==> src/rtl/uart_rx_ctrl.sv <==
// rtl/uart_rx_ctrl.sv - UART receive frame controller (start/data/parity/stop sequencing)
module uart_rx_ctrl #(
  parameter int DATA_WIDTH = 8,
  parameter int PRESCALE_W = 6
) (
  input  logic                  CLK,
  input  logic                  RST,
  input  logic                  RX_IN,
  input  logic [PRESCALE_W-1:0] Prescale,
  input  logic                  PAR_EN,
  input  logic                  PAR_TYP,
  input  logic                  Sampled_Bit,
  output logic                  dat_samp_en,
  output logic [PRESCALE_W-1:0] edge_cnt,
  output logic [DATA_WIDTH-1:0] P_DATA,
  output logic                  Data_Valid,
  output logic                  Parity_Error,
  output logic                  Stop_Error
);

  // Enough range for start + data + parity + stop bit positions.
  localparam int BIT_CNT_W = $clog2(DATA_WIDTH + 4);

  typedef enum logic [2:0] {IDLE, START, DATA, PARITY, STOP} state_t;

  state_t                  state;
  logic [BIT_CNT_W-1:0]    bit_cnt;
  logic [PRESCALE_W-1:0]   pre_q;
  logic                    par_en_q;
  logic                    par_typ_q;
  logic [DATA_WIDTH-1:0]   shift_q;
  logic                    par_err_q;

  logic [PRESCALE_W-1:0]   sample_pt;
  logic                    at_sp;
  logic                    at_wrap;
  logic                    stop_bad;
  logic                    par_fail;

  // The sampler's vote is valid a few cycles past mid-bit; timing uses the
  // prescale captured at frame start, never the live input.
  assign sample_pt = (pre_q >> 1) + PRESCALE_W'(3);
  assign at_sp     = (edge_cnt == sample_pt);
  assign at_wrap   = (edge_cnt == pre_q - PRESCALE_W'(1));
  assign stop_bad  = ~Sampled_Bit;
  assign par_fail  = par_en_q & par_err_q;

  // Frame FSM: bit timing counters, shift register, error flags and registered output pulses.
  always_ff @(posedge CLK or negedge RST) begin
    if (!RST) begin
      state        <= IDLE;
      edge_cnt     <= '0;
      bit_cnt      <= '0;
      dat_samp_en  <= 1'b0;
      P_DATA       <= '0;
      Data_Valid   <= 1'b0;
      Parity_Error <= 1'b0;
      Stop_Error   <= 1'b0;
      pre_q        <= '0;
      par_en_q     <= 1'b0;
      par_typ_q    <= 1'b0;
      shift_q      <= '0;
      par_err_q    <= 1'b0;
    end else begin
      Data_Valid   <= 1'b0;
      Parity_Error <= 1'b0;
      Stop_Error   <= 1'b0;
      case (state)
        IDLE: begin
          edge_cnt    <= '0;
          bit_cnt     <= '0;
          dat_samp_en <= 1'b0;
          if (!RX_IN) begin
            state       <= START;
            dat_samp_en <= 1'b1;
            pre_q       <= Prescale;
            par_en_q    <= PAR_EN;
            par_typ_q   <= PAR_TYP;
            shift_q     <= '0;
            par_err_q   <= 1'b0;
          end
        end
        default: begin
          if (at_wrap) begin
            edge_cnt <= '0;
            bit_cnt  <= bit_cnt + 1'b1;
          end else begin
            edge_cnt <= edge_cnt + 1'b1;
          end
          case (state)
            START: begin
              // A start bit that reads high at mid-bit was line noise.
              if (at_sp && Sampled_Bit) begin
                state       <= IDLE;
                edge_cnt    <= '0;
                bit_cnt     <= '0;
                dat_samp_en <= 1'b0;
              end else if (at_wrap) begin
                state <= DATA;
              end
            end
            DATA: begin
              if (at_sp)
                shift_q <= {Sampled_Bit, shift_q[DATA_WIDTH-1:1]};
              if (at_wrap && bit_cnt == BIT_CNT_W'(DATA_WIDTH))
                state <= par_en_q ? PARITY : STOP;
            end
            PARITY: begin
              if (at_sp && (Sampled_Bit != ((^shift_q) ^ par_typ_q)))
                par_err_q <= 1'b1;
              if (at_wrap)
                state <= STOP;
            end
            STOP: begin
              if (at_sp) begin
                state        <= IDLE;
                edge_cnt     <= '0;
                bit_cnt      <= '0;
                dat_samp_en  <= 1'b0;
                Stop_Error   <= stop_bad;
                Parity_Error <= par_fail;
                Data_Valid   <= ~stop_bad & ~par_fail;
                if (!stop_bad && !par_fail)
                  P_DATA <= shift_q;
              end
            end
            default: ;
          endcase
        end
      endcase
    end
  end

endmodule

==> config.mk <==
export PLATFORM = sky130hd
export DESIGN_NAME = uart_rx_ctrl
export DESIGN_NICKNAME = d
export VERILOG_FILES = /design/src/rtl/uart_rx_ctrl.sv
export SDC_FILE = /design/constraint.sdc
export NUM_CORES = 1
export LEC_CHECK = 0
export BUFFER_PORTS_ARGS = -buffer_cell sky130_fd_sc_hd__buf_2
export CORE_ASPECT_RATIO = 0.6
export CORE_UTILIZATION = 50
export DETAILED_ROUTE_END_ITERATION = 12
export PLACE_DENSITY = 0.76
export SKIP_LAST_GASP = 1
export SLEW_MARGIN = 20
export SYNTH_ARGS = -nofsm -noshare
export SYNTH_HDL_FRONTEND = slang
export SYNTH_SLANG_ARGS = --single-unit
==> constraint.sdc <==
create_clock -name CLK -period 5.9 [get_ports CLK]
set_input_delay 1.18 -clock CLK [delete_from_list [all_inputs] [get_ports CLK]]
set_output_delay 1.18 -clock CLK [all_outputs]
set_load 0.05 [all_outputs]
# After elaboration in Yosys (flattened, before gate mapping)
# Index checks and enable logic that the tools add are counted.
# op_classes
addsub	4
mul	0
div	0
magnitude_cmp	0
n_eq_ne	14
n_shift	0
n_mux	41
bitwise_logic	7
reduce_logical	19
# op_table
cell	n
8-bit two-way mux	4
3-bit two-way mux	8
6-bit two-way mux	4
1-bit two-way mux	17
4-bit two-way mux	4
6-bit equality test	2
3-bit one-hot mux with 4 select lines	1
6-bit one-hot mux with 2 select lines	1
3-bit inequality test, second input constant	3
3-bit AND reduction	3
4-bit one-hot mux with 2 select lines	1
2-bit nonzero test	4
8-bit XOR reduction	1
5-bit by 2-bit adder with 6-bit output, second input constant	1
6-bit by 1-bit adder with 6-bit output, second input constant	1
3-bit by 2-bit equality test with 1-bit output, second input constant	2
6-bit AND reduction	1
6-bit by 1-bit subtractor with 6-bit output, second input constant	1
5-bit nonzero test	1
4-bit by 1-bit adder with 4-bit output, second input constant	1
4-bit equality test, second input constant	1
1-bit logical AND	4
4-bit inequality test, second input constant	1
1-bit NOT	4
other kinds (13)	14
# totals
regBits	42
latch_bits	0
ramBits	0
mem_bits_ro	0
in_bits	12
out_inout_bits	18
wordCells	98
memories	0

# Depth between registers and ports, before layout
# depth
ltp_word	7
mapped_depth	9

# Worst setup path after synthesis
# No wires, ideal clock.
# synth_timing
path_type	flip-flop to flip-flop
start	register edge_cnt[3]
end	register P_DATA[0]
setup_time_ns	0.128
t_arrival_ns	2.108
t_required_ns	5.772
path_slack_ns	3.665
stages_incl_launch_ff	8
period_less_slack_ns	2.235
path_cell_list	dfrtp_1 -> buf_2 -> xor2_1 -> xnor2_1 -> nor3_2 -> and3_1 -> buf_4 -> mux2_1
# synth_via
elab_chain_len	2
# synth_lines
element	line_no	text
start: declaration	14	output logic [PRESCALE_W-1:0] edge_cnt,
start signal: assignment	88	edge_cnt <= edge_cnt + 1'b1;
6-bit equality test	43	assign at_sp = (edge_cnt == sample_pt);
4-bit AND reduction (no source line)	-	
end signal: assignment	124	P_DATA <= shift_q;
end: declaration	15	output logic [DATA_WIDTH-1:0] P_DATA,
# No other way between the ends.
# A chain may end at the register's enable or synchronous reset.

# Final worst setup path
# layout_timing
start	register pre_q[1]
end	register P_DATA[5]
# layout_via
elab_chain_len	3
# layout_lines
element	line_no	text
start: declaration	28	logic [PRESCALE_W-1:0] pre_q;
start signal: assignment	76	pre_q <= Prescale;
5-bit by 2-bit adder with 6-bit output	42	assign sample_pt = (pre_q >> 1) + PRESCALE_W'(3);
6-bit equality test	43	
4-bit AND reduction (no source line)	-	
# No other way between the ends.

==> results.py <==
metrics = {
    "status": {
        "status": "finished clean",
    },
    "finish": {
        "final_util": 0.599,
        "n_fill_cell": 360,
        "layout-drive-gt1-share": 0.207,
        "nNetsFinal": 260,
        "num_antenna_cells": 0,
        "area_delta_synth_final_pct": 11.1,
        "fin_area_mm2": 0.00255,
    },
    "timing": {
        "slew_headroom": 0.380,
        "fmax_mhz": 379,
        "whs_ns": 0.485,
        "final_max_slew_viol_count": 0,
        "finClkSkew_ns": 0.00323,
        "fin_crit_sh": 0.447,
        "post-route-min-period_ns": 2.64,
        "tns_ns": 0,
        "hold_viol": 0,
        "worstMarginPinSlew_ns": 0.930,
        "finalSetupViolations": 0,
        "rsz0062_at_grt": "no",
    },
    "routing": {
        "drc": 0,
        "wirelength_um": 4310,
        "drt-vias-per-instance": 5.24,
        "ant_nets": 0,
        "drtPass1Iterations": 4,
        "drt_iter0_drc": 88,
        "dr_total_vias": 1582,
        "routedWlPerCell_um": 14.3,
    },
    "setup_path": {
        "r2r_setup_slack_ns": 3.26,
        "worstPathArrival_ns": 2.80,
        "worstPathCellList": "inv_1, ha_1, nor2b_1, o21ai_1, nand4_1, nor3_2, and3_1, mux2_1",
        "slowest_stage": "and3_1",
        "required_ns": 6.06,
        "critPathMaxStageDelay_ns": 0.51,
        "cp_top_family": "simple AND/OR/NAND/NOR gates",
        "start_kind": "flip-flop",
        "crit_buf_inv": 1,
        "critPathKind": "reg -> reg",
        "worst_setup_path_end_kind": "flip-flop",
        "startpoint": "pre_q[1]$_DFFE_PN0P_",
        "crit_path_max_fanout": 9,
        "r2r-start": "pre_q[1]$_DFFE_PN0P_",
    },
    "floorplanning": {
        "dieArea_mm2": 0.00488,
        "pin_count": 30,
        "die_w_um": 89.5,
        "core_area_mm2": 0.00426,
        "chipHeight_um": 54.5,
        "start_util": 0.539,
        "rows": 18,
    },
    "clock_tree": {
        "cts_tree": "yes",
        "post_cts_buffers": 0,
        "clock_sinks": 42,
        "numCtsBuffers": 5,
        "cts_buffer_depth": 2,
        "ctsRootBufferMaster": "clkbuf_8",
        "clk_latency_ns": 0.28,
        "htree_num_levels": 2,
        "clk_pin_slew_ns": 0.07,
        "ctsHoldBuffers": 0,
        "cts_resized": 0,
    },
    "placement": {
        "dpl-instance-area_mm2": 0.00247,
        "port_buffers": 29,
        "place_congestion": 0.847,
        "place_hpwl_um": 3060,
    },
    "yosys": {
        "syn_area_mm2": 0.00230,
        "syn_nets": 233,
        "ys_seq_area_frac": 0.458,
        "synth_flop_cell": "dfrtp_1",
        "synth_edf_count": 0,
        "netlist_instances": 216,
        "yosysWarnings": 0,
        "syn_area_per_cell_um2": 10.6,
        "ys_types": 44,
        "yosys_register_bits": 42,
        "synthArstFlopShare": 1.00,
    },
    "pwr": {
        "cellPowerDensity_mw_per_mm2": 609,
        "irDropWorstVdd_mv": 0.188,
        "leakagePower_uw": 0.00121,
    },
    "global_routing": {
        "grt_max_degree": 43,
        "grt_usage": 0.201,
        "grt_pass1_wl_um": 6960,
        "antenna_found_initial": 0,
        "grt_overflow": 0,
        "grt_pass1_vias": 1395,
    },
    "run": {
        "maxCapViolCount": 0,
    },
    "worst_hold_path": {
        "worstHoldPathType": "reg -> reg",
        "min_from": "P_DATA[4]$_DFFE_PN0P_",
    },
}
==> Yosys cell counts (all sizes together) (3+ instances only) <==
library cell  count  area, um2
mux2i             9       90.1
nor3              3       42.5
clkbuf            4       15.0
nor2             14       52.6
xnor2            24        210
ha                5       62.6
nand2            24       92.6
xor2              8       70.1
a211oi            3       22.5
inv              18       67.6
nor2b             3       18.8
mux2             12        135
dfrtp            42       1050
buf               6       41.3
nand3             6       30.0
o21ai             8       40.0
and3              3       18.8
==> cells by family after synthesis <==
family / Yosys count / share of synthesized area
and+or+nand+nor: 61 / 0.146
xor gates and xnor gates: 32 / 0.122
buffers and inverters: 28 / 0.0539
adders and majority gates: 5 / 0.0272
AOI/OAI and AO/OA: 27 / 0.0948
muxes: 21 / 0.0981
DFF: 42 / 0.458
==> cell usage in the layout, fill, tap and decap left out, drive strengths merged, types with 2 or more instances in the layout <==
cell and n:
dfrtp 42, buf 30, xnor2 24, nand2 24
inv 18, nor2 14, mux2 12, mux2i 9
xor2 8, o21ai 8, nand3 6, clkbuf 6
ha 5, nor2b 3, and3 3, a211oi 3
nor3 3, o21a 2, nor3b 2, o41ai 2
==> state kept, by name, summed over array words and instances, names as in the netlist <==
name          cells
Data_Valid        1
bit_cnt           4
par_en_q          1
shift_q           8
state             3
par_err_q         1
dat_samp_en       1
Parity_Error      1
par_typ_q         1
pre_q             6
edge_cnt          6
P_DATA            8
Stop_Error        1
==> routing by layer <==
layer,GRT usage,routed length (um)
met4,0.0688,41
met2,0.281,1790
met5,0,0
met3,0.0513,240
met1,0.300,2240
==> final cells by class <==
type | instances | area (um2) | share of cell area
Clock buffer | 6 | 82.6 | 0.0324
Inverter | 18 | 67.6 | 0.0265
Multi-Input combinational cell | 146 | 1120 | 0.440
Sequential cell | 42 | 1050 | 0.412
Tap cell | 60 | 75.1 | 0.0294
Timing Repair Buffer | 30 | 153 | 0.0599
==> per-stage QoR <==
stage          power, uW  setup WS [ns]  std cells
6_report            1550           3.26        302
5_1_grt             1670           3.08        302
4_1_cts             1560           3.25        302
3_5_place_dp        1380           3.28        296
3_3_place_gp        1360           3.30        296
2_1_floorplan       1220           3.66        216
==> path summary, 6_finish.rpt <==
path	end	cells past startpoint
max in group asynchronous	par_typ_q$_DFFE_PN0P_	1
setup reg to reg	P_DATA[5]$_DFFE_PN0P_	8
hold / removal	P_DATA[4]$_DFFE_PN0P_	1
min in group asynchronous	P_DATA[6]$_DFFE_PN0P_	1
setup / recovery	P_DATA[5]$_DFFE_PN0P_	8
hold reg to reg	P_DATA[4]$_DFFE_PN0P_	1
==> power breakdown <==
part           switching (uW)  internal (uW)
combinational             465            335
sequential                174            400
clock                    88.4           90.2
total                     728            825
(Power assumes the default switching activity.)
